[src/rtl/mme_rd_dma.sv]
// mme_rd_dma: read-side DMA for the matrix-multiply engine.
// For each step k it fetches column k of A and row k of B as two 4-beat INCR
// bursts, then presents the pair to the MAC array on a valid/ready handshake.
module mme_rd_dma #(
    parameter int         ADDR_W = 32,
    parameter int         DATA_W = 32,
    parameter int         CNT_W  = 16,
    parameter logic [3:0] ID     = 4'd0
) (
    input  logic                  clk,
    input  logic                  rst_n,
    input  logic                  start,
    input  logic [CNT_W-1:0]      mat_width,
    input  logic [ADDR_W-1:0]     mat_a_addr,
    input  logic [ADDR_W-1:0]     mat_b_addr,
    output logic                  busy,
    output logic                  done,
    output logic                  err,
    output logic [ADDR_W-1:0]     araddr,
    output logic [3:0]            arlen,
    output logic [2:0]            arsize,
    output logic [1:0]            arburst,
    output logic [3:0]            arid,
    output logic                  arvalid,
    input  logic                  arready,
    input  logic [DATA_W-1:0]     rdata,
    input  logic [1:0]            rresp,
    input  logic                  rlast,
    input  logic                  rvalid,
    output logic                  rready,
    output logic [4*DATA_W-1:0]   a_col,
    output logic [4*DATA_W-1:0]   b_row,
    output logic                  pair_valid,
    input  logic                  pair_ready,
    output logic                  pair_last
);

    typedef enum logic [2:0] {IDLE, REQ_A, DAT_A, REQ_B, DAT_B, OUT} state_t;

    state_t               r_state;
    state_t               w_state_nxt;
    logic [CNT_W-1:0]     r_width;
    logic [CNT_W-1:0]     r_k;
    logic [ADDR_W-1:0]    r_a_base;
    logic [ADDR_W-1:0]    r_b_base;
    logic [1:0]           r_beat;
    logic                 r_arvalid;
    logic [ADDR_W-1:0]    r_araddr;
    logic [4*DATA_W-1:0]  r_a_col;
    logic [4*DATA_W-1:0]  r_b_row;
    logic                 r_done;
    logic                 r_err;

    logic                 w_start_ok;
    logic                 w_beat_ok;
    logic                 w_burst_end;
    logic                 w_pair_ok;
    logic                 w_last;
    logic                 w_beat_err;
    logic [CNT_W-1:0]     w_width_m1;
    logic [ADDR_W-1:0]    w_koff;

    // Byte offset of step k: each column/row is four 32-bit words.
    assign w_koff     = ADDR_W'(r_k) << 4;
    assign w_width_m1 = r_width - CNT_W'(1);
    assign w_last     = (r_k == w_width_m1);

    // A beat is bad if it reports an error or its rlast disagrees with its position.
    assign w_beat_err = (rresp != 2'b00)
                      | ((r_beat != 2'd3) & rlast)
                      | ((r_beat == 2'd3) & ~rlast);

    assign arlen      = 4'd3;
    assign arsize     = 3'd2;
    assign arburst    = 2'b01;
    assign arid       = ID;
    assign arvalid    = r_arvalid;
    assign araddr     = r_araddr;
    assign rready     = (r_state == DAT_A) || (r_state == DAT_B);
    assign pair_valid = (r_state == OUT);
    assign pair_last  = (r_state == OUT) && w_last;
    assign busy       = (r_state != IDLE);
    assign done       = r_done;
    assign err        = r_err;
    assign a_col      = r_a_col;
    assign b_row      = r_b_row;

    // State register; reset aborts any transfer immediately.
    always_ff @(posedge clk or posedge rst_n) begin
        if (rst_n) begin
            r_state <= IDLE;
        end else begin
            r_state <= w_state_nxt;
        end
    end

    // Next-state decode and per-cycle event strobes.
    always_comb begin
        w_state_nxt = r_state;
        w_start_ok  = 1'b0;
        w_beat_ok   = 1'b0;
        w_burst_end = 1'b0;
        w_pair_ok   = 1'b0;
        case (r_state)
            IDLE: begin
                if (start) begin
                    w_start_ok = 1'b1;
                    if (mat_width != '0) begin
                        w_state_nxt = REQ_A;
                    end
                end
            end
            REQ_A: begin
                if (r_arvalid && arready) begin
                    w_state_nxt = DAT_A;
                end
            end
            DAT_A: begin
                if (rvalid) begin
                    w_beat_ok = 1'b1;
                    if (r_beat == 2'd3) begin
                        w_burst_end = 1'b1;
                        w_state_nxt = REQ_B;
                    end
                end
            end
            REQ_B: begin
                if (r_arvalid && arready) begin
                    w_state_nxt = DAT_B;
                end
            end
            DAT_B: begin
                if (rvalid) begin
                    w_beat_ok = 1'b1;
                    if (r_beat == 2'd3) begin
                        w_burst_end = 1'b1;
                        w_state_nxt = OUT;
                    end
                end
            end
            OUT: begin
                if (pair_ready) begin
                    w_pair_ok   = 1'b1;
                    w_state_nxt = w_last ? IDLE : REQ_A;
                end
            end
            default: w_state_nxt = IDLE;
        endcase
    end

    // Job registers, AR request, beat capture, done pulse and sticky error.
    always_ff @(posedge clk or posedge rst_n) begin
        if (rst_n) begin
            r_width   <= '0;
            r_k       <= '0;
            r_a_base  <= '0;
            r_b_base  <= '0;
            r_beat    <= '0;
            r_arvalid <= 1'b0;
            r_araddr  <= '0;
            r_a_col   <= '0;
            r_b_row   <= '0;
            r_done    <= 1'b0;
            r_err     <= 1'b0;
        end else begin
            r_done <= 1'b0;
            if (w_start_ok) begin
                r_width  <= mat_width;
                r_a_base <= mat_a_addr;
                r_b_base <= mat_b_addr;
                r_k      <= '0;
                r_beat   <= '0;
                r_err    <= 1'b0;
                if (mat_width == '0) begin
                    r_done <= 1'b1;
                end else begin
                    // First A request goes out straight from IDLE: k is 0.
                    r_arvalid <= 1'b1;
                    r_araddr  <= mat_a_addr;
                end
            end
            // Later A requests spend one entry cycle forming the address from the new k.
            if ((r_state == REQ_A) && !r_arvalid) begin
                r_arvalid <= 1'b1;
                r_araddr  <= r_a_base + w_koff;
            end
            if (r_arvalid && arready) begin
                r_arvalid <= 1'b0;
            end
            if (w_beat_ok) begin
                r_beat <= r_beat + 2'd1;
                for (int j = 0; j < 4; j++) begin
                    if (r_beat == 2'(j)) begin
                        if (r_state == DAT_A) begin
                            r_a_col[j*DATA_W +: DATA_W] <= rdata;
                        end else begin
                            r_b_row[j*DATA_W +: DATA_W] <= rdata;
                        end
                    end
                end
                if (w_beat_err) begin
                    r_err <= 1'b1;
                end
            end
            // B request is raised together with the move into REQ_B.
            if (w_burst_end && (r_state == DAT_A)) begin
                r_arvalid <= 1'b1;
                r_araddr  <= r_b_base + w_koff;
            end
            if (w_pair_ok) begin
                if (w_last) begin
                    r_done <= 1'b1;
                end else begin
                    r_k <= r_k + CNT_W'(1);
                end
            end
        end
    end

endmodule

[config.mk]
export PLATFORM = sky130hd
export DESIGN_NAME = mme_rd_dma
export DESIGN_NICKNAME = d
export VERILOG_FILES = /design/src/rtl/mme_rd_dma.sv
export SDC_FILE = /design/constraint.sdc
export NUM_CORES = 1
export LEC_CHECK = 0
export CORE_ASPECT_RATIO = 1.2
export CORE_MARGIN = 2
export CORE_UTILIZATION = 29
export CTS_BUF_LIST = sky130_fd_sc_hd__clkbuf_16
export DETAILED_ROUTE_END_ITERATION = 8
export SLEW_MARGIN = 20
export SYNTH_ARGS = -nofsm -noshare
export SYNTH_HDL_FRONTEND = slang
export SYNTH_SLANG_ARGS = --single-unit
export TNS_END_PERCENT = 5
[constraint.sdc]
create_clock -name clk -period 35.6 [get_ports clk]
set_input_delay 7.12 -clock clk [delete_from_list [all_inputs] [get_ports clk]]
set_output_delay 7.12 -clock clk [all_outputs]
set_load 0.02 [all_outputs]
=== Word level (Yosys, flattened, before mapping) ===
Cells that the tools add are included.

* $add $sub $neg: 5
* Equal/unequal tests: 21
* Muxes and demuxes: 41
* Bitwise operators: 6
* Reduce and logical (&&, ||, !) cells: 27

{| class="wikitable"
|+ Operators with widths
! kind !! number
|-
| two-way mux 32 bit || 4
|-
| adder 32 x 20 -> 32 bit || 2
|-
| two-way mux 16 bit || 3
|-
| two-way mux 3 bit || 9
|-
| AND reduction 3 bit || 8
|-
| two-way mux 1 bit || 22
|-
| one-hot mux 3 bit (6 select lines) || 1
|-
| adder 16 x 1 -> 16 bit, second input constant || 1
|-
| == test 16 bit || 1
|-
| logical NOT 16 bit || 1
|-
| != test 2 bit, second input constant || 8
|-
| nonzero test 16 bit || 1
|-
| subtractor 16 x 1 -> 16 bit, second input constant || 1
|-
| AND reduction 9 bit || 1
|-
| == test 3 x 2 -> 1 bit, second input constant || 2
|-
| == test 3 bit, second input constant || 2
|-
| nonzero test 3 bit || 2
|-
| == test 2 bit, second input constant || 2
|-
| logical AND 1 bit || 4
|-
| two-way mux 2 bit || 2
|-
| != test 2 x 1 -> 1 bit, second input constant || 2
|-
| != test 4 x 2 -> 1 bit, second input constant || 1
|-
| AND reduction 2 bit || 2
|-
| nonzero test 2 bit || 2
|-
| 13 further kinds || 16
|}

* Register bits: 392
* Bits of input ports: 121

=== Depth between registers and ports, before layout ===
* Word-level depth: 7
* Gate-level depth with buffers: 12

=== Worst setup path after synthesis ===
Ideal clock, no wire load.

* Kind: register to output
* From: register r_width[0]
* To: output pair_last
* Arrival: 2.745 ns
* Setup slack: 25.735 ns
* Cell stages (with the launch flop): 10
* Buffers on the path: 0
* Cells stage by stage: dfrtp_1 -> inv_1 -> ha_1 -> or3b_2 -> or3_1 -> xor2_1 -> o211ai_1 -> a31oi_1 -> or4b_4 -> nor2b_1

* Longest elaborated chain between the ends: 3

{| class="wikitable"
|+ RTL lines
! element !! line !! source
|-
| start, declared || 42 || <nowiki>logic [CNT_W-1:0] r_width;</nowiki>
|-
| start signal, assigned || 168 || <nowiki>r_width <= mat_width;</nowiki>
|-
| subtractor 16 x 1 -> 16 bit || 65 || <nowiki>assign w_width_m1 = r_width - CNT_W'(1);</nowiki>
|-
| == test 16 bit || 66 || <nowiki>assign w_last = (r_k == w_width_m1);</nowiki>
|-
| logical AND 1 bit || 81 || <nowiki>assign pair_last = (r_state == OUT) && w_last;</nowiki>
|-
| end, declared || 35 || <nowiki>output logic pair_last</nowiki>
|}

No other way between the ends.

=== Final worst setup path ===
Ends and elaborated chain as after synthesis.

==> impl_metrics.py <==
metrics = {
    "drt": {
        "wl_per_cell_um": 19.98,
        "wirelength_um": 58680,
        "drc": 0,
        "via_per_inst": 4.855,
        "ant_nets": 0,
        "initialDrtViolationCount": 923,
        "first_pass_iters": 6,
        "vias": 14260,
    },
    "power": {
        "intPower_mw": 1.253,
        "p_seq_share_pct": 36.5,
        "p_sw_share_pct": 38.11,
        "ir_drop_mv": 0.04386,
        "p_sw_mw": 0.7715,
        "p_clk_share_pct": 21.0,
        "p_per_area_nw_per_um2": 82.63,
        "power_frac_comb_pct": 42.5,
        "leakage_nw": 11.37,
    },
    "setup_path": {
        "critPathCaptureType": "output port",
        "reg2reg_to": "araddr[24]$_DFFE_PP0P_",
        "r2r_cells": 11,
        "crit_chain": "inv_1 -> ha_1 -> nor3b_1 -> a21oi_1 -> o21ai_0 -> or3b_2 -> a21oi_1 -> or4b_4 -> nor2b_1 -> clkdlybuf4s50_1",
        "cpMostUsedCell": "a21oi_1",
        "setup.worst_path.start_class": "flip-flop",
        "reg2reg_from": "r_k[0]$_DFF_PP0_",
        "rrSetupSlack_ns": 31.91,
        "cpPeakStageDelay_ns": 0.61,
        "cp_slowest_cell": "clkdlybuf4s50_1",
        "required_ns": 28.48,
        "cp_max_fo": 5,
        "path_class": "reg -> out",
        "arrival_ns": 4.10,
    },
    "synthesis": {
        "ys_ff_latch": 392,
        "synth_edf_count": 0,
        "yosys_warnings": 0,
        "synthArstFlopShare_pct": 100.0,
        "synthesis.area_um2": 18180,
        "post_synth.cell_area_avg_um2": 10.74,
        "yosys.area.top_type_share_pct": 53.96,
        "syn_inst": 1692,
        "synth_seq_area_share_pct": 53.96,
        "synth_area_leader_cell": "dfrtp_1",
        "yosysUniqueCellTypes": 70,
        "ys_top_cells_by_area": "dfrtp_1 (54%), mux2_2 (14%), nand2_1 (8.4%)",
        "synth_top_flop_cell": "dfrtp_1",
    },
    "grt": {
        "grt_usage_pct": 17.59,
        "grt_pass1_wl_um": 87280,
        "grt_max_degree": 122,
        "grt_antenna_before_repair": 2,
        "first_global_vias": 14110,
        "grt-ovfl-total": 0,
    },
    "clocking": {
        "cts_root_buffer": "clkbuf_16",
        "postCtsHoldBufs": 0,
        "ctsResizeCount": 0,
        "clkLatencyLatePin_ns": 0.57,
        "numCtsBuffers": 43,
        "clock-sinks": 392,
        "h-tree-depth": 2,
        "clockBufferDepth": 3,
        "cts_tree": "yes",
        "post_cts_buffers": 0,
        "clk_pin_slew_worst_paths_ns": 0.06,
    },
    "floorplan": {
        "core_um2": 62060,
        "num_rows": 100,
        "die_width_um": 232.5,
        "io_pins": 429,
        "die-height_um": 278.3,
        "initial_core_util_pct": 29.29,
        "die-area_um2": 64710,
    },
    "layout": {
        "final_cell_mix": "clkdlybuf4s50_1 (415), nand2_1 (399), dfrtp_1 (392)",
        "utilization_pct": 39.48,
        "layout_commonest_cell": "clkdlybuf4s50_1",
        "n_fill_cell": 6090,
        "layout-drive-gt1-share_pct": 15.71,
        "nNetsFinal": 2248,
        "syn_to_final_growth_pct": 34.77,
    },
    "timing": {
        "slew_headroom_pct": 30.06,
        "finalCritPeriodShare_pct": 31.50,
        "finalSetupTns_ns": 0,
        "setup_violations": 0,
        "max_slew.worst_pin.slew_ns": 1.049,
        "max_freq_ghz": 0.08916,
        "hold_viol": 0,
        "grt_setup_unrepaired": "false",
        "slew_viol_final": 0,
        "fin_crit_ns": 11.22,
        "finClkSkew_ns": 0.02064,
    },
    "job": {
        "maxCapViolations": 0,
    },
    "min_path": {
        "hold-path-cell-count": 2,
        "min_to": "a_col[126]$_DFFE_PP0P_",
        "hold_path_startpoint": "a_col[126]$_DFFE_PP0P_",
        "hp-class": "reg -> reg",
    },
    "place": {
        "io_buffers": 415,
        "gp_congestion": 0.9118,
        "dp_hpwl_um": 40920,
    },
    "outcome": {
        "status": "finished clean",
    },
}
[how the worst max path moves through the flow]
stage	startpoint	to	slack (ns)	depth (start not counted)
global route	r_width[0]$_DFFE_PP0P_	pair_last	24.10	10
floorplan	rst_n	a_col[0]$_DFFE_PP0P_	17.58	1
CTS	r_width[0]$_DFFE_PP0P_	pair_last	24.39	10
global placement	mat_width[14]	araddr[12]$_DFFE_PP0P_	24.99	9
finish	r_width[0]$_DFFE_PP0P_	pair_last	24.38	10
detailed placement	mat_width[14]	araddr[12]$_DFFE_PP0P_	24.95	9
[worst max-delay path: cells and delay by family (launching register included)]
kind | cells | cell delay, ns
flops | 1 | 0.41
buf+inv | 2 | 0.70
simple gates | 4 | 1.70
compound gates | 3 | 0.48
fa+ha+maj | 1 | 0.22
[final cells by class]
cell class / instances / area (µm²) / area share (%)
antenna: 2 / 5.005 / 0.02043
inverter: 25 / 101.3 / 0.4137
timing repair buffer: 433 / 4302 / 17.56
clock buffer: 43 / 1076 / 4.392
multi-input combinational: 1192 / 7933 / 32.38
sequential: 392 / 9809 / 40.04
clock inverter: 34 / 251.5 / 1.027
tap: 816 / 1021 / 4.168
[Yosys cell counts (4+ instances only)]
master      n
a211o_1     7
a211oi_1   12
a21o_1      8
a21oi_1    66
a31oi_1    10
and2_1      5
and3_1     23
buf_1      27
buf_2       4
buf_4      14
clkbuf_1   47
dfrtp_1   392
ha_1       38
inv_1      25
mux2_2    227
mux2i_1    13
nand2_1   408
nand2b_1   10
nand3_1    34
nand4_1     4
nor2_1     52
nor2b_1     7
nor3_1     22
nor3b_1     7
nor4_1      9
o211ai_1   10
o21a_1      7
o21ai_0    55
o21ai_1     4
o21bai_1    5
o22ai_1     7
o311ai_0    5
o31a_1      5
or3b_2      4
xnor2_1    41
xor2_1     18
[metrics by stage]
stage                     hold slack (ns)  power [mW]  std cells  worst slack (ns)  area (µm²)
after floorplan                    0.4455       1.200       1703             17.58       18220
after global placement             0.4580       1.589       2857             24.99       23150
after detailed placement           0.4623       1.610       2857             24.95       23150
after CTS                          0.4773       2.047       2934             24.39       24470
after global routing               0.4995       2.142       2936             24.10       24500
final                              0.4741       2.024       2937             24.38       24500
[sequential cells by signal (all words and copies together) (netlist names), 3 cells and up]
register	count
r_width	16
a_col	128
araddr	32
r_a_base	32
r_k	16
b_row	128
r_state	3
r_b_base	32
[logic make-up (layout without fill, tap and decap cells)]
kind of cell / count (synthesis) / count (layout) / share of synthesized area [%]
AND/OR/NAND/NOR: 606 / 606 / 14.48
flip-flops: 392 / 392 / 53.96
multiplexers: 240 / 240 / 14.78
AO/OA/AOI/OAI: 234 / 234 / 8.233
buffers and inverters: 119 / 535 / 2.822
XOR/XNOR: 59 / 59 / 2.843
adder cells (fa/ha/maj): 40 / 40 / 2.836
other: 2 / 15 / 0.04131
[layer usage]
metal | vias to the layer above | global-route usage, % | share of wire, %
met5 | - | 0 | 0.022
met4 | 2 | 6.696 | 3.8
met3 | 96 | 2.900 | 5.8
met2 | 503 | 30.14 | 49
met1 | 7029 | 22.10 | 42
li1 | 6629 | - | -
[power by group through the flow]
stage	clock network, mW	registers [mW]	logic, mW
after global routing	0.459	0.760	0.924
final	0.426	0.738	0.861
after detailed placement	0	0.745	0.865
after CTS	0.440	0.738	0.869
after global placement	0	0.739	0.850
after floorplan	0	0.859	0.341
No activity file was read; power rests on OpenSTA's default activity.
